File: src/rtl/div_iter.sv
// Radix-2 restoring divider, one quotient bit per cycle, with signed/unsigned mode,
// divide-by-zero flag and cancel. Quotient feeds LO and remainder feeds HI.
module div_iter #(
    parameter int WIDTH = 32
) (
    input  logic             clk,
    input  logic             rst,
    input  logic             start,
    input  logic             signed_i,
    input  logic             cancel,
    input  logic [WIDTH-1:0] dividend,
    input  logic [WIDTH-1:0] divisor,
    output logic             busy,
    output logic             ready,
    output logic [WIDTH-1:0] quotient,
    output logic [WIDTH-1:0] remainder,
    output logic             div_by_zero
);
    localparam int CW = $clog2(WIDTH + 1);

    typedef enum logic [1:0] {IDLE, CALC, DONE} state_t;

    state_t           state_q, state_d;
    logic [WIDTH-1:0] rem_q, rem_d;
    logic [WIDTH-1:0] quo_q, quo_d;
    logic [WIDTH-1:0] dvs_q, dvs_d;
    logic [CW-1:0]    cnt_q, cnt_d;
    logic             mode_q, mode_d;
    logic             qsign_q, qsign_d;
    logic             rsign_q, rsign_d;
    logic [WIDTH-1:0] quot_q, quot_d;
    logic [WIDTH-1:0] remo_q, remo_d;
    logic             dbz_q, dbz_d;

    logic [WIDTH:0]   trial;
    logic [WIDTH-1:0] step_rem, step_quo;
    logic [WIDTH-1:0] abs_dividend, abs_divisor, raw_dividend;

    always_comb begin
        abs_dividend = (signed_i && dividend[WIDTH-1]) ? -dividend : dividend;
        abs_divisor  = (signed_i && divisor[WIDTH-1])  ? -divisor  : divisor;
        // Before any step quo_q still holds |dividend|; undo the abs to recover the raw operand.
        raw_dividend = (mode_q && rsign_q) ? -quo_q : quo_q;
        trial        = {rem_q, quo_q[WIDTH-1]} - {1'b0, dvs_q};
        if (!trial[WIDTH]) begin
            step_rem = trial[WIDTH-1:0];
            step_quo = {quo_q[WIDTH-2:0], 1'b1};
        end else begin
            step_rem = {rem_q[WIDTH-2:0], quo_q[WIDTH-1]};
            step_quo = {quo_q[WIDTH-2:0], 1'b0};
        end
    end

    always_comb begin
        state_d = state_q;
        rem_d   = rem_q;
        quo_d   = quo_q;
        dvs_d   = dvs_q;
        cnt_d   = cnt_q;
        mode_d  = mode_q;
        qsign_d = qsign_q;
        rsign_d = rsign_q;
        quot_d  = quot_q;
        remo_d  = remo_q;
        dbz_d   = dbz_q;
        case (state_q)
            IDLE: begin
                if (start && !cancel) begin
                    state_d = CALC;
                    rem_d   = '0;
                    quo_d   = abs_dividend;
                    dvs_d   = abs_divisor;
                    qsign_d = dividend[WIDTH-1] ^ divisor[WIDTH-1];
                    rsign_d = dividend[WIDTH-1];
                    mode_d  = signed_i;
                    cnt_d   = CW'(WIDTH);
                end
            end
            CALC: begin
                if (cancel) begin
                    state_d = IDLE;
                end else if (dvs_q == '0) begin
                    state_d = DONE;
                    cnt_d   = '0;
                    quot_d  = '1;
                    remo_d  = raw_dividend;
                    dbz_d   = 1'b1;
                end else begin
                    rem_d = step_rem;
                    quo_d = step_quo;
                    cnt_d = cnt_q - CW'(1);
                    if (cnt_q == CW'(1)) begin
                        state_d = DONE;
                        quot_d  = (mode_q && qsign_q) ? -step_quo : step_quo;
                        remo_d  = (mode_q && rsign_q) ? -step_rem : step_rem;
                        dbz_d   = 1'b0;
                    end
                end
            end
            DONE:    state_d = IDLE;
            default: state_d = IDLE;
        endcase
    end

    always_ff @(posedge clk or negedge rst) begin
        if (!rst) begin
            state_q <= IDLE;
            rem_q   <= '0;
            quo_q   <= '0;
            dvs_q   <= '0;
            cnt_q   <= '0;
            mode_q  <= 1'b0;
            qsign_q <= 1'b0;
            rsign_q <= 1'b0;
            quot_q  <= '0;
            remo_q  <= '0;
            dbz_q   <= 1'b0;
        end else begin
            state_q <= state_d;
            rem_q   <= rem_d;
            quo_q   <= quo_d;
            dvs_q   <= dvs_d;
            cnt_q   <= cnt_d;
            mode_q  <= mode_d;
            qsign_q <= qsign_d;
            rsign_q <= rsign_d;
            quot_q  <= quot_d;
            remo_q  <= remo_d;
            dbz_q   <= dbz_d;
        end
    end

    assign busy        = (state_q != IDLE);
    assign ready       = (state_q == DONE);
    assign quotient    = quot_q;
    assign remainder   = remo_q;
    assign div_by_zero = dbz_q;

endmodule

File: config.mk
export PLATFORM = sky130hd
export DESIGN_NAME = div_iter
export DESIGN_NICKNAME = d
export VERILOG_FILES = /design/src/rtl/div_iter.sv
export SDC_FILE = /design/constraint.sdc
export NUM_CORES = 1
export LEC_CHECK = 0
export ABC_AREA = 1
export BUFFER_PORTS_ARGS = -buffer_cell sky130_fd_sc_hd__buf_2
export CORE_MARGIN = 2
export CORE_UTILIZATION = 50
export CTS_BUF_LIST = sky130_fd_sc_hd__clkbuf_4 sky130_fd_sc_hd__clkbuf_8
export CTS_CLUSTER_SIZE = 25
export DETAILED_ROUTE_END_ITERATION = 10
export PLACE_DENSITY = 0.79
export SYNTH_ARGS = -nofsm -noshare
export SYNTH_HDL_FRONTEND = slang
export SYNTH_SLANG_ARGS = --single-unit
File: constraint.sdc
create_clock -name clk -period 3.41 [get_ports clk]
set_input_delay 0.341 -clock clk [delete_from_list [all_inputs] [get_ports clk]]
set_output_delay 0.341 -clock clk [all_outputs]
set_load 0.03 [all_outputs]
* Word level (Yosys, flattened, before mapping)
Index checks and enable logic that the tools add are counted.
** Word-level totals
- Flip-flop bits (word level) :: 172
- Bits of input ports :: 69
- Output and inout bits :: 67
- Word-level logic and storage cells :: 73
** Operators by class
- $add $sub $neg :: 7
- Equality and inequality tests :: 7
- Muxes and demuxes :: 30
- Bitwise logic cells :: 2
- Reductions and logical operators :: 16
** Operators with widths (count)
- 32-bit 2-to-1 mux :: 16
- 32-bit negator :: 5
- 32-bit one-hot mux with 2 select lines :: 2
- 33-bit by 32-bit subtractor with 33-bit output :: 1
- 32-bit logical NOT :: 1
- 6-bit 2-to-1 mux :: 3
- 6-bit one-hot mux with 2 select lines :: 1
- 2-bit 2-to-1 mux :: 4
- 6-bit by 1-bit == test with 1-bit output (second input constant) :: 1
- 2-bit != test (second input constant) :: 3
- 3-bit AND reduction :: 2
- 2-bit nonzero test :: 3
- 6-bit by 1-bit subtractor with 6-bit output (second input constant) :: 1
- 1-bit logical AND :: 5
- 4-bit != test (second input constant) :: 1
- 2-bit one-hot mux with 2 select lines :: 1
- 2-bit AND reduction :: 2
- 4-bit AND reduction :: 1
- 1-bit 2-to-1 mux :: 3
- 2-bit by 1-bit == test with 1-bit output (second input constant) :: 1
- 2-bit == test (second input constant) :: 1
- 2-bit logical NOT :: 1
- 1-bit logical NOT :: 1
- 1-bit NOT :: 1
- 1-bit bitwise XOR :: 1

* Logic depth before layout (Yosys ltp)
- Depth in word-level cells :: 6
- Mapped depth :: 27
- Depth with buffers taken out :: 26

* Worst setup path before layout
Ideal clock, no wire load.
- Path kind :: reg2reg
- Start :: register quo_q[31]
- End :: register quot_q[22] (netlist: quotient[22])
- Setup time :: 0.121 ns
- Arrival time :: 3.124 ns
- Setup slack :: 0.165 ns
- Cell stages (with the launch flop) :: 22
- Path buffers :: 2
- Period minus slack after synthesis :: 3.245 ns
- Cells stage by stage :: dfrtp_1 > inv_1 > ha_1 > inv_1 > fa_1 > nand2_1 > nand2_1 > nand3_2 > nand2_2 > nand2_2 > nand2_4 > nand2_4 > nand3_2 > nand2_4 > buf_12 > buf_6 > ha_1 > nand2_1 > o21ai_0 > o21ai_0 > xor2_1 > o22a_1
** Between the ends
- Longest elaborated chain between the ends :: 6
** RTL lines
- start: declaration :: line 25 : logic [WIDTH-1:0] quo_q, quo_d;
- start signal: assignment :: line 121 : quo_q <= quo_d;
- 33-bit by 32-bit subtractor with 33-bit output :: line 44 : trial = {rem_q, quo_q[WIDTH-1]} - {1'b0, dvs_q};
- 1-bit 2-to-1 mux :: line 45 : if (!trial[WIDTH]) begin
- 32-bit negator :: line 94 : quot_d = (mode_q && qsign_q) ? -step_quo : step_quo;
- 32-bit 2-to-1 mux :: line 94
- 32-bit 2-to-1 mux :: line 92 : if (cnt_q == CW'(1)) begin
- 32-bit 2-to-1 mux :: line 82 : end else if (dvs_q == '0) begin
- end signal: assignment :: line 127 : quot_q <= quot_d;
- end: declaration :: line 31 : logic [WIDTH-1:0] quot_q, quot_d;
No other way between the ends. The select of a mux whose other input is x is not followed.
A chain may end at the register's enable or synchronous reset.

* Worst setup path after layout
- Start :: register dvs_q[23]
- End :: register remo_q[30] (netlist: remainder[30])
** Between the ends
- Longest elaborated chain between the ends :: 6
- Elaborated cells between the ends (all ways) :: 9
- Those cells by class :: 2 x add/sub; 4 x mux; 3 x reduce/logical
** RTL lines
- start: declaration :: line 26 : logic [WIDTH-1:0] dvs_q, dvs_d;
- start signal: assignment :: line 122 : dvs_q <= dvs_d;
- 33-bit by 32-bit subtractor with 33-bit output :: line 44
- 32-bit 2-to-1 mux :: line 45
- 32-bit negator :: line 95 : remo_d = (mode_q && rsign_q) ? -step_rem : step_rem;
- 32-bit 2-to-1 mux :: line 95
- 32-bit 2-to-1 mux :: line 92
- 32-bit 2-to-1 mux :: line 82
- end signal: assignment :: line 128 : remo_q <= remo_d;
- end: declaration :: line 32 : logic [WIDTH-1:0] remo_q, remo_d;
Several ways; a longest one is shown, not always the timed one. The select of a mux whose other input is x is not followed.

==> flow_summary_export.csv <==
group,metric,value,unit
yosys,synth_area,0.0140,sq mm
yosys,synth_warnings,0,
clock_network,clock_latency,0.51,ns
route,drc,0,
global_route,grt_max_degree,85,
sta,timing.final.crit_share,98.4,%
global_route,antenna_found_initial,0,
sta,final-max-slew-violation-count,0,
clock_network,root_buffer,"clkbuf_8",
sta,whs,0.0929,ns
route,vias_per_cell,5.81,
cells_and_area,diodes,0,
placement,hpwl,37500,um
clock_network,cts_buffers,17,
route,postRouteAntennaNets,0,
yosys,ys_async_sr_fraction,100,%
yosys,synthCells,2142,
hold_path,hold_path_class,"primary input to flip-flop",
global_route,grt_pass1_wl,74800,um
sta,slew_headroom,47.0,%
route,dr.first_iter.drc_count,1999,
placement,gp_congestion,1.05,
placement,post-place-cells,2637,
worst_setup_path,arrival,3.79,ns
yosys,synth_fp_nets,2251,
yosys,avgSynthCellArea,6.53,sq um
sta,post-route-min-period,3.35,ns
pwr,p_leak,0.00848,uW
worst_setup_path,cp.required,3.84,ns
sta,rsz0062_at_grt,"yes",
clock_network,tritoncts,"done",
pwr,worst_ir_drop_vdd,0.000525,V
clock_network,clk_pin_slew,0.10,ns
pwr,p_per_area,1010,mW/mm^2
worst_setup_path,crit_path_max_incr_delay,0.40,ns
floorplan,start_util,50.6,%
worst_setup_path,crit_path_top_delay_cell,"dfrtp_1",
worst_setup_path,start_kind,"flip-flop",
floorplan,core,0.0276,sq mm
floorplan,die-height,171,um
sta,final-setup-viol-count,0,
sta,worst_pin_slew,0.790,ns
worst_setup_path,path_class,"flip-flop to flip-flop",
sta,setup_ws,0.0561,ns
cells_and_area,area_delta_synth_final,18.6,%
floorplan,ioPinCount,136,
route,wire_per_inst,18.3,um
cells_and_area,layout.nets,2433,
clock_network,clock_sinks,172,
route,wl,49700,um
clock_network,clock_path_buffers,2,
worst_setup_path,cpMostUsedCell,"nand2_2",
sta,max_freq,0.298,GHz
status,outcome,"finished clean",
global_route,grt_pass1_vias,13813,
route,route.vias.total,15765,
yosys,yosys_register_bits,172,
job,cap_violations,0,
worst_setup_path,path_buf_inv,4,
floorplan,dieArea,0.0293,sq mm
yosys,synth_edf_count,0,
placement,dp_slack,-0.0222,ns
sta,skew,0.0218,ns
global_route,gr-total-overflow,0,
clock_network,htree_levels,4,
placement,numPortBuffers,135,
cells_and_area,final_cell_count_no_fill,2715,
global_route,grt_use_total,32.9,%
worst_setup_path,critPathTopFamily,"simple AND/OR/NAND/NOR gates",
route,firstDrtPassIters,5,
worst_setup_path,end_kind,"flip-flop",
cells_and_area,fin_util,60.0,%
sta,hold_viol,0,
yosys,synth_cell_types,53,
floorplan,chipWidth,171,um
worst_setup_path,crit_fanout,7,
yosys,synth_ff_type,"dfrtp_1",
cells_and_area,drive_gt1_share,19.3,%
floorplan,row_count,61,
yosys,yosysSeqAreaShare,30.8,%
worst_setup_path,cp_cell_sequence,"inv_1, ha_1, nand2_2, inv_2, a21oi_2, nand2_2, a21oi_4, buf_4, nand3_4, nand2_8, nand2_4, nand2_4, ha_4, buf_4, nand3_1, nand2_2, nand3_2, nor2_2, nand2_1, nand2_1, nand3_1, a21oi_1",
## metal layers
layer	track usage (%)	share of wire, %	vias up
met3	6.40	11	107
met5	0	0	-
met1	48.7	44	7349
li1	-	-	7373
met2	48.5	42	936
met4	9.43	3.1	0
## flip-flops by register name (all words and copies together) (netlist names), 2 cells and up
name,flops
cnt_q,6
quotient,32
remainder,32
state_q,2
quo_q,32
rem_q,32
dvs_q,32
## worst paths after layout
kind                         startpoint       endpoint  slack [ns]  cells past startpoint
setup / recovery              dvs_q[23]  remainder[30]        0.06                     22
hold / removal             dividend[31]        rsign_q        0.09                      3
setup reg to reg              dvs_q[23]  remainder[30]        0.06                     22
hold reg to reg                 rsign_q        rsign_q        0.49                      2
max in group asynchronous           rst    quotient[5]        2.08                      3
min in group asynchronous           rst      rem_q[20]        0.42                      2
## where the power goes
group	leakage [uW]	switching [uW]	internal (uW)
clock	0.000198	832	682
sequential	0.00219	851	2790
combinational	0.00609	7580	3990
total	0.00848	9260	7470
## cell type report
| type | instances | area, sq um |
|---|---|---|
| fill | 2620 | 11100 |
| sequential | 172 | 4310 |
| inverter | 291 | 1090 |
| tap | 378 | 473 |
| multi-input combinational | 1607 | 8740 |
| clock inverter | 12 | 138 |
| timing repair buffer | 235 | 1570 |
| clock buffer | 20 | 256 |
## synth_stat cells, types with 29 or more instances
| master | n | share of area, % |
|---|---|---|
| inv_1 | 277 | 7.4 |
| nor2_1 | 244 | 6.6 |
| o22ai_1 | 34 | 1.5 |
| nand2_2 | 29 | 1.3 |
| a21oi_1 | 130 | 4.7 |
| nand4_1 | 33 | 1.5 |
| dfrtp_1 | 172 | 31 |
| ha_1 | 39 | 3.5 |
| nand3_1 | 143 | 5.1 |
| clkbuf_1 | 53 | 1.4 |
| xor2_1 | 48 | 3.0 |
| nand2_1 | 518 | 14 |
| o21ai_0 | 175 | 6.3 |
## cells in the final DEF (no fill, tap or decap), types with 6 or more instances in the layout
| master | synthesis | layout |
|---|---|---|
| buf_6 | 4 | 6 |
| inv_1 | 277 | 265 |
| a31oi_1 | 25 | 25 |
| nand2_4 | 13 | 28 |
| nand4_1 | 33 | 33 |
| o22ai_1 | 34 | 34 |
| buf_2 | 1 | 134 |
| nor2_4 | 3 | 10 |
| nor4_1 | 16 | 16 |
| o21ai_0 | 175 | 174 |
| nor2_2 | 11 | 16 |
| nand3_1 | 143 | 136 |
| o211ai_1 | 15 | 15 |
| a21oi_2 | 4 | 9 |
| nor2_1 | 244 | 232 |
| inv_2 | 11 | 21 |
| o21bai_1 | 6 | 6 |
| ha_1 | 39 | 32 |
| nand3_2 | 2 | 7 |
| xnor2_1 | 24 | 24 |
| o22a_1 | 6 | 6 |
| or2_2 | 6 | 6 |
| a21oi_1 | 130 | 123 |
| dfrtp_1 | 172 | 171 |
| o21ai_4 | 4 | 9 |
| nand2_2 | 29 | 57 |
| buf_4 | 2 | 85 |
| clkbuf_8 | 0 | 17 |
| o21ai_1 | 7 | 7 |
| nand2_1 | 518 | 472 |
| nor3_1 | 28 | 28 |
| xor2_1 | 48 | 48 |
## repair_timing
item                                    4_1_cts  5_1_grt
gates resized for setup                       4      137
hold endpoints to repair                     62        0
buffers inserted                              0       41
hold buffers                                  1        0
gates cloned                                  0        4
pin swaps                                     0       51
endpoints found under the setup margin        7       38
## worst reg2reg max path: stages (launching register included)
cell	delay, ns
dfrtp_1	0.40
inv_1	0.10
ha_1	0.36
nand2_2	0.13
inv_2	0.05
a21oi_2	0.16
nand2_2	0.10
a21oi_4	0.24
buf_4	0.17
nand3_4	0.10
nand2_8	0.15
nand2_4	0.07
nand2_4	0.08
ha_4	0.16
buf_4	0.11
nand3_1	0.09
nand2_2	0.13
nand3_2	0.13
nor2_2	0.20
nand2_1	0.07
nand2_1	0.06
nand3_1	0.09
a21oi_1	0.15
## kinds of logic (layout without fill, tap and decap cells)
kind of cell	count (synthesis)	in the layout	synth area share (%)
simple gates	1062	1062	33.1
fa+ha+maj	40	40	3.63
flops	172	172	30.8
xor+xnor	72	72	4.51
buf+inv	364	558	10.3
compound gates	432	433	17.7
## stage by stage
| stage | total power (uW) | cell area [sq um] | setup TNS (ns) |
|---|---|---|---|
| 2_1_floorplan | 10400 | 14000 | 0 |
| 3_3_place_gp | 13200 | 15300 | -0.0111 |
| 3_5_place_dp | 13300 | 15300 | -0.0371 |
| 4_1_cts | 14800 | 15700 | 0 |
| 5_1_grt | 17800 | 16600 | -2.51 |
| 6_report | 16700 | 16600 | 0 |
(Power assumes the default switching activity.)
